[src/rtl/demux1to4_reg_pkg.sv]
// Shared types and constants for the registered 1-to-4 demultiplexer.
package demux1to4_reg_pkg;

   localparam int unsigned DATA_WIDTH = 32;
   localparam int unsigned LANES      = 4;
   localparam int unsigned SEL_W      = 2;

   typedef logic [SEL_W-1:0]                  sel_t;
   typedef logic [DATA_WIDTH-1:0]             data_t;
   typedef logic [LANES-1:0][DATA_WIDTH-1:0]  lane_data_t;

   // Selector encodings, identical to the 4:1 datapath mux
   localparam sel_t SEL_L0 = 2'b00;
   localparam sel_t SEL_L1 = 2'b01;
   localparam sel_t SEL_L2 = 2'b10;
   localparam sel_t SEL_L3 = 2'b11;

   // Input-side protocol checker states
   typedef enum logic {
      IDLE  = 1'b0,
      STALL = 1'b1
   } state_t;

   // One source offer: destination lane plus payload
   typedef struct packed {
      sel_t  sel;
      data_t data;
   } offer_t;

   // One-hot lane decode of a selector
   function automatic logic [LANES-1:0] sel_decode(input sel_t s);
      logic [LANES-1:0] oh;
      oh = '0;
      case (s)
         SEL_L0:  oh = LANES'(4'b0001);
         SEL_L1:  oh = LANES'(4'b0010);
         SEL_L2:  oh = LANES'(4'b0100);
         SEL_L3:  oh = LANES'(4'b1000);
         default: oh = '0;
      endcase
      return oh;
   endfunction

endpackage

[src/rtl/demux1to4_reg_if.sv]
// Source/consumer bundle of the 1-to-4 demultiplexer.
interface demux1to4_reg_if;
   import demux1to4_reg_pkg::*;

   logic              in_valid;
   logic              in_ready;
   sel_t              selector;
   data_t             data_in;
   lane_data_t        data_out;
   logic [LANES-1:0]  out_valid;
   logic [LANES-1:0]  out_ready;
   logic              proto_err;
   logic              clear_err;

   // Environment side: offers data, consumes lanes, clears errors
   modport master (
      output in_valid, selector, data_in, out_ready, clear_err,
      input  in_ready, data_out, out_valid, proto_err
   );

   // Demultiplexer side
   modport slave (
      input  in_valid, selector, data_in, out_ready, clear_err,
      output in_ready, data_out, out_valid, proto_err
   );
endinterface

[src/rtl/demux1to4_reg_lane_slot.sv]
// Single-entry destination slot: one data register plus its valid bit.
module demux1to4_reg_lane_slot
   import demux1to4_reg_pkg::*;
(
   input  logic  clk,
   input  logic  reset,
   input  logic  load,
   input  logic  drain,
   input  data_t data_in,
   output data_t data,
   output logic  valid,
   output logic  can_accept
);

   // Load wins over drain so a same-cycle refill keeps the slot valid; data is kept after a drain
   always_ff @(posedge clk or posedge reset) begin
      if (reset) begin
         data  <= '0;
         valid <= 1'b0;
      end else if (load) begin
         data  <= data_in;
         valid <= 1'b1;
      end else if (drain) begin
         valid <= 1'b0;
      end
   end

   // Empty, or emptying this cycle: no bubble on refill
   assign can_accept = !valid || drain;

endmodule

[src/rtl/demux1to4_reg.sv]
// Registered 1-to-4 demultiplexer with valid/ready handshake and source protocol checker.
module demux1to4_reg
   import demux1to4_reg_pkg::*;
(
   input  logic           clk,
   input  logic           reset,
   demux1to4_reg_if.slave bus
);

   logic [LANES-1:0] lane_load;
   logic [LANES-1:0] lane_drain;
   logic [LANES-1:0] lane_valid;
   logic [LANES-1:0] lane_can_accept;
   lane_data_t       lane_data;
   logic             accept;

   state_t state, state_next;
   offer_t cap, cap_next;
   offer_t live;
   logic   err, err_next;
   logic   viol;

   // Accept decision and selector decode
   assign bus.in_ready = lane_can_accept[bus.selector];
   assign accept       = bus.in_valid && bus.in_ready;
   assign lane_load    = accept ? sel_decode(bus.selector) : '0;
   assign lane_drain   = lane_valid & bus.out_ready;
   assign live         = '{sel: bus.selector, data: bus.data_in};

   // Four independent destination slots
   for (genvar i = 0; i < int'(LANES); i++) begin : g_lane
      demux1to4_reg_lane_slot u_slot (
         .clk        (clk),
         .reset      (reset),
         .load       (lane_load[i]),
         .drain      (lane_drain[i]),
         .data_in    (bus.data_in),
         .data       (lane_data[i]),
         .valid      (lane_valid[i]),
         .can_accept (lane_can_accept[i])
      );
   end

   assign bus.data_out  = lane_data;
   assign bus.out_valid = lane_valid;
   assign bus.proto_err = err;

   // Checker state, captured offer and sticky error flag
   always_ff @(posedge clk or posedge reset) begin
      if (reset) begin
         state <= IDLE;
         cap   <= '0;
         err   <= 1'b0;
      end else begin
         state <= state_next;
         cap   <= cap_next;
         err   <= err_next;
      end
   end

   // A stalled offer must be held unchanged until accepted; dropping or altering it is a violation
   always_comb begin
      state_next = state;
      cap_next   = cap;
      viol       = 1'b0;
      case (state)
         IDLE: begin
            if (bus.in_valid && !bus.in_ready) begin
               state_next = STALL;
               cap_next   = live;
            end
         end
         STALL: begin
            if (!bus.in_valid) begin
               state_next = IDLE;
               viol       = 1'b1;
            end else begin
               if (live != cap) viol = 1'b1;
               if (bus.in_ready) state_next = IDLE;
            end
         end
         default: state_next = IDLE;
      endcase
      err_next = bus.clear_err ? 1'b0 : (err || viol);
   end

endmodule
[src/flat_wrapper.sv]
// flat-port wrapper written by rule: the top's interface ports become plain ports
module demux1to4_reg_flat import demux1to4_reg_pkg::*;
  (clk, reset, bus_in_valid, bus_selector, bus_data_in, bus_out_ready, bus_clear_err, bus_in_ready, bus_data_out, bus_out_valid, bus_proto_err);
  demux1to4_reg_if bus_i ();
  input  logic clk;
  input  logic reset;
  input wire logic [$bits(bus_i.in_valid)-1:0] bus_in_valid;
  input wire logic [$bits(bus_i.selector)-1:0] bus_selector;
  input wire logic [$bits(bus_i.data_in)-1:0] bus_data_in;
  input wire logic [$bits(bus_i.out_ready)-1:0] bus_out_ready;
  input wire logic [$bits(bus_i.clear_err)-1:0] bus_clear_err;
  output wire logic [$bits(bus_i.in_ready)-1:0] bus_in_ready;
  output wire logic [$bits(bus_i.data_out)-1:0] bus_data_out;
  output wire logic [$bits(bus_i.out_valid)-1:0] bus_out_valid;
  output wire logic [$bits(bus_i.proto_err)-1:0] bus_proto_err;
  assign bus_i.in_valid = bus_in_valid;
  assign bus_i.selector = bus_selector;
  assign bus_i.data_in = bus_data_in;
  assign bus_i.out_ready = bus_out_ready;
  assign bus_i.clear_err = bus_clear_err;
  assign bus_in_ready = bus_i.in_ready;
  assign bus_data_out = bus_i.data_out;
  assign bus_out_valid = bus_i.out_valid;
  assign bus_proto_err = bus_i.proto_err;
  demux1to4_reg u_core (.clk(clk), .reset(reset), .bus(bus_i));
endmodule
[config.mk]
export PLATFORM = sky130hd
export DESIGN_NAME = demux1to4_reg_flat
export DESIGN_NICKNAME = d
export VERILOG_FILES = /design/src/rtl/demux1to4_reg_pkg.sv /design/src/rtl/demux1to4_reg_if.sv /design/src/rtl/demux1to4_reg_lane_slot.sv /design/src/rtl/demux1to4_reg.sv /design/src/flat_wrapper.sv
export SDC_FILE = /design/constraint.sdc
export NUM_CORES = 1
export LEC_CHECK = 0
export CORE_ASPECT_RATIO = 0.7
export CORE_MARGIN = 1.5
export CORE_UTILIZATION = 25
export CTS_BUF_LIST = sky130_fd_sc_hd__clkbuf_4
export CTS_CLUSTER_SIZE = 30
export DETAILED_ROUTE_END_ITERATION = 6
export DONT_BUFFER_PORTS = 1
export MAX_ROUTING_LAYER = met4
export SYNTH_ARGS = -nofsm -noshare
export SYNTH_HDL_FRONTEND = slang
export SYNTH_SLANG_ARGS = --single-unit
[constraint.sdc]
create_clock -name clk -period 11.7 [get_ports clk]
set_clock_uncertainty 0.05 [all_clocks]
set_input_delay 0.585 -clock clk [delete_from_list [all_inputs] [get_ports clk]]
set_output_delay 0.585 -clock clk [all_outputs]
set_load 0.02 [all_outputs]
==> results.md, run 1 <==
- Status: finished, final reports clean
- Slew at the pin with the worst max-slew slack: 1.120 ns
- Largest family of logic cells by synthesized area: multiplexers
- Number of synthesized flops with an enable pin: 0
- Sequential element share of the synthesized area: 61.98%
- # DRC: 0
- Synth warnings: 0
- CP arrival: 3.32 ns
- Syn nets: 460
- Vias post-DR: 3510
- Worst Hold Endpoint: u_core.g_lane[0].u_slot.data[2]$_DFFE_PP0P_
- CP Launch Type: register
- Most common cell in the synthesized netlist: dfrtp_1
- RSZ-0062 raised after global routing: false
- CTS H-Tree Depth: 4
- Final setup viols: 0
- Cell Rows: 50
- Area of the mapped netlist: 0.006783 mm^2
- Adder-cell area share of the yosys netlist: 0%
- Ys async rst share: 100.0%
- Max Cap Violations: 0
- Final HPWL DP: 11320 um
- Tcrit/Tclk final: 24.80%
- Dpl ws: 8.637 ns
- Synth-to-layout area growth: 12.95%
- PD cells: 199.7 mW/mm^2
- Simple-gate share of the synthesized area: 2.527%
- Fill count: 2705
- Reg2Reg Setup Slack: 8.80 ns
- Clk_lat worst skew: 0.56 ns
- Drt first pass iters: 4
- Final setup TNS: 0 ns
- WL/cell: 20.84 um
- Synth area leader: dfrtp_1
- Fin cells: 819
- Root buffer cell: clkbuf_4
- Post-route minimum period: 2.902 ns
- Max Freq: 344.6 MHz
- CP Capture Type: register
- Initial Utilization: 25.39%
- Post-route ant nets: 0
- Pleak: 3.305 nW
- TritonCTS clock tree: yes
- Reg clk slew, reported paths: 0.16 ns
- Yosys top cell area share: 61.98%
- Commonest cells in the netlist: dfrtp_1 (168), mux2_2 (122), mux2_4 (30), xor2_1 (24), clkbuf_1 (13)
- CTS Buf Count: 17
- Flops & latches, synth: 168
- Worst Hold Launch: bus_data_in[2]
- Slew Viols, Final: 0
- Worst hold path type: in -> reg
- DRT iter0 DRCs: 55
- Port buffer count: 0
- Yosys cell types: 23
- Compound-Gate Fraction of Synth Area: 0.1107%
- Vias per Instance: 4.286
- Mapped Cells: 418
- Gr ovfl total: 0
- Setup WS post-layout: 8.798 ns
- Largest net degree at the start of global routing: 94
- RR Endpoint: u_core.cap[29]$_DFFE_PP0P_
- Largest cells by area after synthesis: dfrtp_1 (62%), mux2_2 (20%), mux2_4 (6.6%), xor2_1 (3.1%), mux2_1 (1.7%)
- Number of diodes: 0
- Pwr Total: 1.530 mW
- Die Area: 0.02814 mm^2
- Worst endpoint required time: 12.12 ns
- Hold Path Depth: 1
- Post_cts resized: 0
- Max VDD drop: 0.09891 mV
- Std-Cell Core Area: 0.02671 mm^2
- Worst R2R Start: u_core.g_lane[1].u_slot.valid$_DFFE_PP0P_
- Die width: 199.9 um
- Die height: 140.8 um
- First-pass GRT wire length: 24570 um
- Total Wirelength: 17070 um
- Crit Path Max Fanout: 34
- IO Count: 176
- Clk buf depth: 2
- Synthesized area per cell: 16.23 um^2
- Overall Global Routing Usage: 12.48%
- XOR/XNOR share of the synthesized area: 4.390%
- Slew margin rel.: 24.96%
- WS Path Type: reg -> reg
- Final Hold Viols: 0
- Post-synthesis mux area share: 28.89%
- Clock sink count: 168
- Hold WS: 0.09325 ns
- Vias in the first global route: 3909
- Inst Count DP: 765
- Fraction of layout cells with a size suffix above 1: 42.42%
- Fin nets: 484
- Worst r2r path cells: 4
- Ys flop type: dfrtp_1
- GPL Wtd Cong: 0.7281
- Initial antenna violation count: 1
-- worst max path at each step --
| stage | endpoint | slack, ns | cells past startpoint | startpoint |
|---|---|---|---|---|
| global placement | u_core.cap[29]$_DFFE_PP0P_ | 8.69 | 4 | bus_out_ready[1] |
| global route | u_core.cap[32]$_DFFE_PP0P_ | 8.70 | 4 | u_core.g_lane[1].u_slot.valid$_DFFE_PP0P_ |
| CTS | u_core.cap[32]$_DFFE_PP0P_ | 8.78 | 4 | u_core.g_lane[1].u_slot.valid$_DFFE_PP0P_ |
| detailed placement | u_core.cap[29]$_DFFE_PP0P_ | 8.64 | 4 | bus_out_ready[1] |
| finish | u_core.cap[29]$_DFFE_PP0P_ | 8.80 | 4 | u_core.g_lane[1].u_slot.valid$_DFFE_PP0P_ |
| floorplan | u_core.bus.proto_err$_DFF_PP0_ | 6.52 | 1 | reset |
-- through the flow --
step                      util (%)  area (um^2)
after CTS                    27.93         7461
final                        28.68         7661
after detailed placement     26.79         7156
after floorplan                  -         6783
after global placement       26.79         7156
after global routing         28.68         7661
-- sequential cells by signal (all words and copies together) (netlist names) --
| name | flops |
|---|---|
| u_core.bus.proto_err | 1 |
| u_core.cap | 34 |
| u_core.g_lane.u_slot.data | 128 |
| u_core.g_lane.u_slot.valid | 4 |
| u_core.state | 1 |
-- critical path, cell delays in order (launching register included) --
cell      delay (ns)
dfrtp_1         0.49
nand2b_1        0.22
mux4_2          0.62
or3_2           0.90
mux2_1          0.49
-- area by class of cell --
cell class / count / area, um^2 / share of cell area (%)
clock buffer: 17 / 127.6 / 1.666
clock inverter: 15 / 157.7 / 2.058
inverter: 2 / 12.51 / 0.1633
multi-input combinational: 226 / 2446 / 31.93
sequential: 168 / 4204 / 54.88
tap: 364 / 455.4 / 5.945
timing repair buffer: 27 / 257.7 / 3.364
-- per-layer routing --
layer / GRT usage, % / share of wire [%]
met1: 14.90 / 44
met3: 5.766 / 8.9
met2: 19.12 / 46
met5: - / 0
met4: 2.928 / 1.1
-- cell usage in the layout, fill, tap and decap left out, drive strengths merged, types with 2 or more instances in the layout --
master | synthesis | layout
dlygate4sd3 | 0 | 22
xnor2 | 10 | 10
xor2 | 24 | 24
nand4 | 5 | 5
nor2 | 2 | 2
mux2 | 162 | 162
nor4 | 7 | 7
buf | 9 | 5
inv | 2 | 10
nand4b | 2 | 2
dfrtp | 168 | 168
clkinv | 0 | 3
clkbuf | 13 | 17
nand2b | 4 | 4
nor3 | 2 | 2
nand2 | 3 | 3
clkinvlp | 0 | 3
-- report_power, final --
part | leakage [nW] | total [mW] | internal, mW | switching (mW)
sequential | 2.01 | 0.940 | 0.718 | 0.221
clock | 0.147 | 0.347 | 0.114 | 0.233
combinational | 1.15 | 0.243 | 0.158 | 0.0853
total | 3.30 | 1.53 | 0.990 | 0.540
-- logic make-up after synthesis --
kind of cell           Yosys count
flip-flops                     168
multiplexers                   163
XOR/XNOR                        34
AND/OR/NAND/NOR                 28
buffers and inverters           24
AO/OA/AOI/OAI                    1
-- what timing repair did --
action,4_1_cts,5_1_grt
hold buffers,2,20
buffers inserted,0,0
hold endpoints to repair,93,39
No activity file was read; power rests on OpenSTA's default activity.
==> run 2, diff against run 1 <==
ABC_AREA = 1   (was unset)
clock period = 2.6 ns   (was 11.7 ns; I/O delays follow)
==> results.md, run 2 <==
- Clk buf depth: 2
- Top sig layer: met4
- Fin util: 29.64%
- Synth area leader: dfrtp_1
- Gr ovfl total: 0
- Highest-count cells in the layout ignoring fill and taps: nand2_1 (231), dfrtp_1 (168), o21ai_0 (98)
- Sw Share: 37.75%
- Yosys top cell area share: 60.51%
- Clock sink count: 168
- Synth-to-layout area growth: 15.31%
- Cell-internal power: 4.225 mW
- # DRC: 0
- Final setup TNS: 0 ns
- Worst hold path type: in -> async
- WS Path Type: reg -> reg
- GPL Wtd Cong: 0.7478
- WL met1: 8895 um
- Top flop regs: u_core.g_lane.u_slot.data (128), u_core.cap (34), u_core.g_lane.u_slot.valid (4)
- Yosys cell types: 22
- Initial antenna violation count: 0
- Max Freq: 416.6 MHz
- Vias in the first global route: 5011
- CP Capture Type: register
- Post_cts resized: 0
- Max Cap Violations: 0
- Setup WS post-layout: 0.1998 ns
- RSZ-0062 raised after global routing: false
- Flops & latches, synth: 168
- Vias post-DR: 4882
- Clock share of power: 23.9%
- Critical path origin: u_core.g_lane[0].u_slot.valid$_DFFE_PP0P_
- Max reg flops: 128
- CP Launch Type: register
- DRT iter0 DRCs: 282
- Reg2Reg Setup Slack: 0.20 ns
- Crit Path Max Fanout: 14
- IO Count: 176
- Syn nets: 761
- Sw Pwr: 2.562 mW
- Postcts setup bufs: 0
- Number of synthesized flops with an enable pin: 0
- CTS Buf Count: 17
- Worst r2r path cells: 8
- Std-Cell Core Area: 0.02703 mm^2
- Most common cell in the synthesized netlist: nand2_1
- Cell Rows: 50
- Commonest cells in the netlist: nand2_1 (233), dfrtp_1 (168), o21ai_0 (98), inv_1 (65), o21ai_2 (37)
- Tcrit/Tclk final: 92.31%
- DR WL met2: 8145 um
- Root buffer cell: clkbuf_4
- Overall Global Routing Usage: 14.01%
- WL/cell: 16.56 um
- Synth warnings: 0
- Max VDD drop: 0.3872 mV
- Ys async rst share: 100.0%
- Initial Utilization: 25.71%
- Ys flop type: dfrtp_1
- PD cells: 847.1 mW/mm^2
- Number of diodes: 0
- RR Endpoint: u_core.g_lane[1].u_slot.data[21]$_DFFE_PP0P_
- Hold WS: 0.1029 ns
- Slew margin rel.: 47.85%
- Largest net degree at the start of global routing: 58
- Fraction of layout cells with a size suffix above 1: 12.42%
- CP arrival: 2.85 ns
- Total Wirelength: 18830 um
- Final setup viols: 0
- Area of the mapped netlist: 0.006948 mm^2
- Reg with most FFs: u_core.g_lane.u_slot.data
- Drt first pass iters: 5
- Final Hold Viols: 0
- Slew Viols, Final: 0
- Post-route ant nets: 0
- Share of total power in sequential cells: 60.3%
- Die Area: 0.02882 mm^2
- Final HPWL DP: 12710 um
- Die height: 142.5 um
- Mapped Cells: 719
- Largest cells by area after synthesis: dfrtp_1 (61%), nand2_1 (13%), o21ai_0 (7.1%), o21ai_2 (4.7%), buf_6 (4.4%)
- Die width: 202.3 um
- Status: finished, final reports clean
- Sequential element share of the synthesized area: 60.51%
- Gate power share: 15.8%
- Reg clk slew, reported paths: 0.16 ns
- Pleak: 3.801 nW
- Dpl ws: 0.5303 ns
- Most common cell after layout, fill and taps aside: nand2_1
- First-pass GRT wire length: 29640 um
- Post-route minimum period: 2.400 ns
- WL met3: 1648 um
- Fin nets: 802
- Clk_lat worst skew: 0.57 ns
- Slew at the pin with the worst max-slew slack: 0.7807 ns
- CP Capture Point: u_core.g_lane[1].u_slot.data[21]$_DFFE_PP0P_
- Synthesized area per cell: 9.663 um^2
- Vias per Instance: 4.294
- Worst R2R Start: u_core.g_lane[0].u_slot.valid$_DFFE_PP0P_
- Worst endpoint required time: 3.05 ns
- Port buffer count: 0
- Fill count: 2871
- TritonCTS clock tree: yes
- CTS H-Tree Depth: 4
-- run 2: changes by cell type in the layout (fill, tap and decap cells not counted), moves of 24 or more --
cell / previous run / this run
xor2_1: 24 / 0
nand2_1: 3 / 231
mux2_2: 122 / 0
mux2_4: 30 / 0
inv_1: 1 / 64
dlygate4sd3_1: 22 / 46
o21ai_1: 0 / 31
o21ai_2: 0 / 37
o21ai_0: 0 / 98
-- run 2: cell families after synthesis --
family | count (synthesis) | share of synthesized area [%]
and+or+nand+nor | 265 | 15.00
AOI/OAI and AO/OA | 169 | 14.19
DFF | 168 | 60.51
buffers and inverters | 106 | 8.914
xor gates and xnor gates | 11 | 1.387
-- run 2: routing by layer --
layer  track usage [%]  vias up
li1                  -     2366
met1             18.55     2348
met4             3.158        0
met5                 -        -
met2             20.22      156
met3             5.266       12
-- run 2: cell type report --
class	count	area, um^2	area share (%)
clock buffers	17	127.6	1.593
clock inverters	15	166.4	2.077
inverters	67	255.2	3.186
multi-input cells	445	2155	26.89
flip-flops and latches	168	4204	52.48
well taps	364	455.4	5.685
repair buffers	61	648.1	8.090
-- run 2: power groups by stage --
stage	Combinational, mW	Clock, mW	Sequential, mW
finish	1.07	1.62	4.10
global placement	0.985	0	4.14
global route	1.28	1.81	4.18
detailed placement	1.02	0	4.15
CTS	1.10	1.70	4.10
floorplan	0.842	0	4.00
-- run 2: timing repair --
action	CTS	global route
hold endpoints to repair	307	0
hold buffers	46	0
endpoints found under the setup margin	0	0
-- run 2: per-stage QoR --
stage	instance area (um^2)	instances	total power [mW]
4_1_cts	8011	1137	6.900
6_report	8011	1137	6.786
5_1_grt	8011	1137	7.262
3_5_place_dp	7257	1059	5.176
2_1_floorplan	6952	719	4.847
3_3_place_gp	7257	1059	5.128
-- run 2: worst min-delay path by stage --
stage                        from                                           to  slack [ns]  cells past startpoint
finish                      reset  u_core.g_lane[2].u_slot.data[8]$_DFFE_PP0P_        0.10                      2
global route                reset                    u_core.cap[5]$_DFFE_PP0P_        0.08                      2
CTS                         reset  u_core.g_lane[2].u_slot.data[7]$_DFFE_PP0P_        0.05                      2
detailed placement          reset  u_core.g_lane[0].u_slot.data[7]$_DFFE_PP0P_        0.13                      1
global placement            reset  u_core.g_lane[0].u_slot.data[6]$_DFFE_PP0P_        0.13                      1
floorplan           bus_clear_err               u_core.bus.proto_err$_DFF_PP0_        0.14                      1
-- run 2: critical path, cell delays in order (launching register included) --
cell and delay, ns:
dfrtp_1 0.49, inv_1 0.10, nor3_1 0.06, o21ai_1 0.16
nand3_2 0.12, nor2_4 0.21, nand3_4 0.25, dlygate4sd3_1 0.75
o21ai_2 0.14
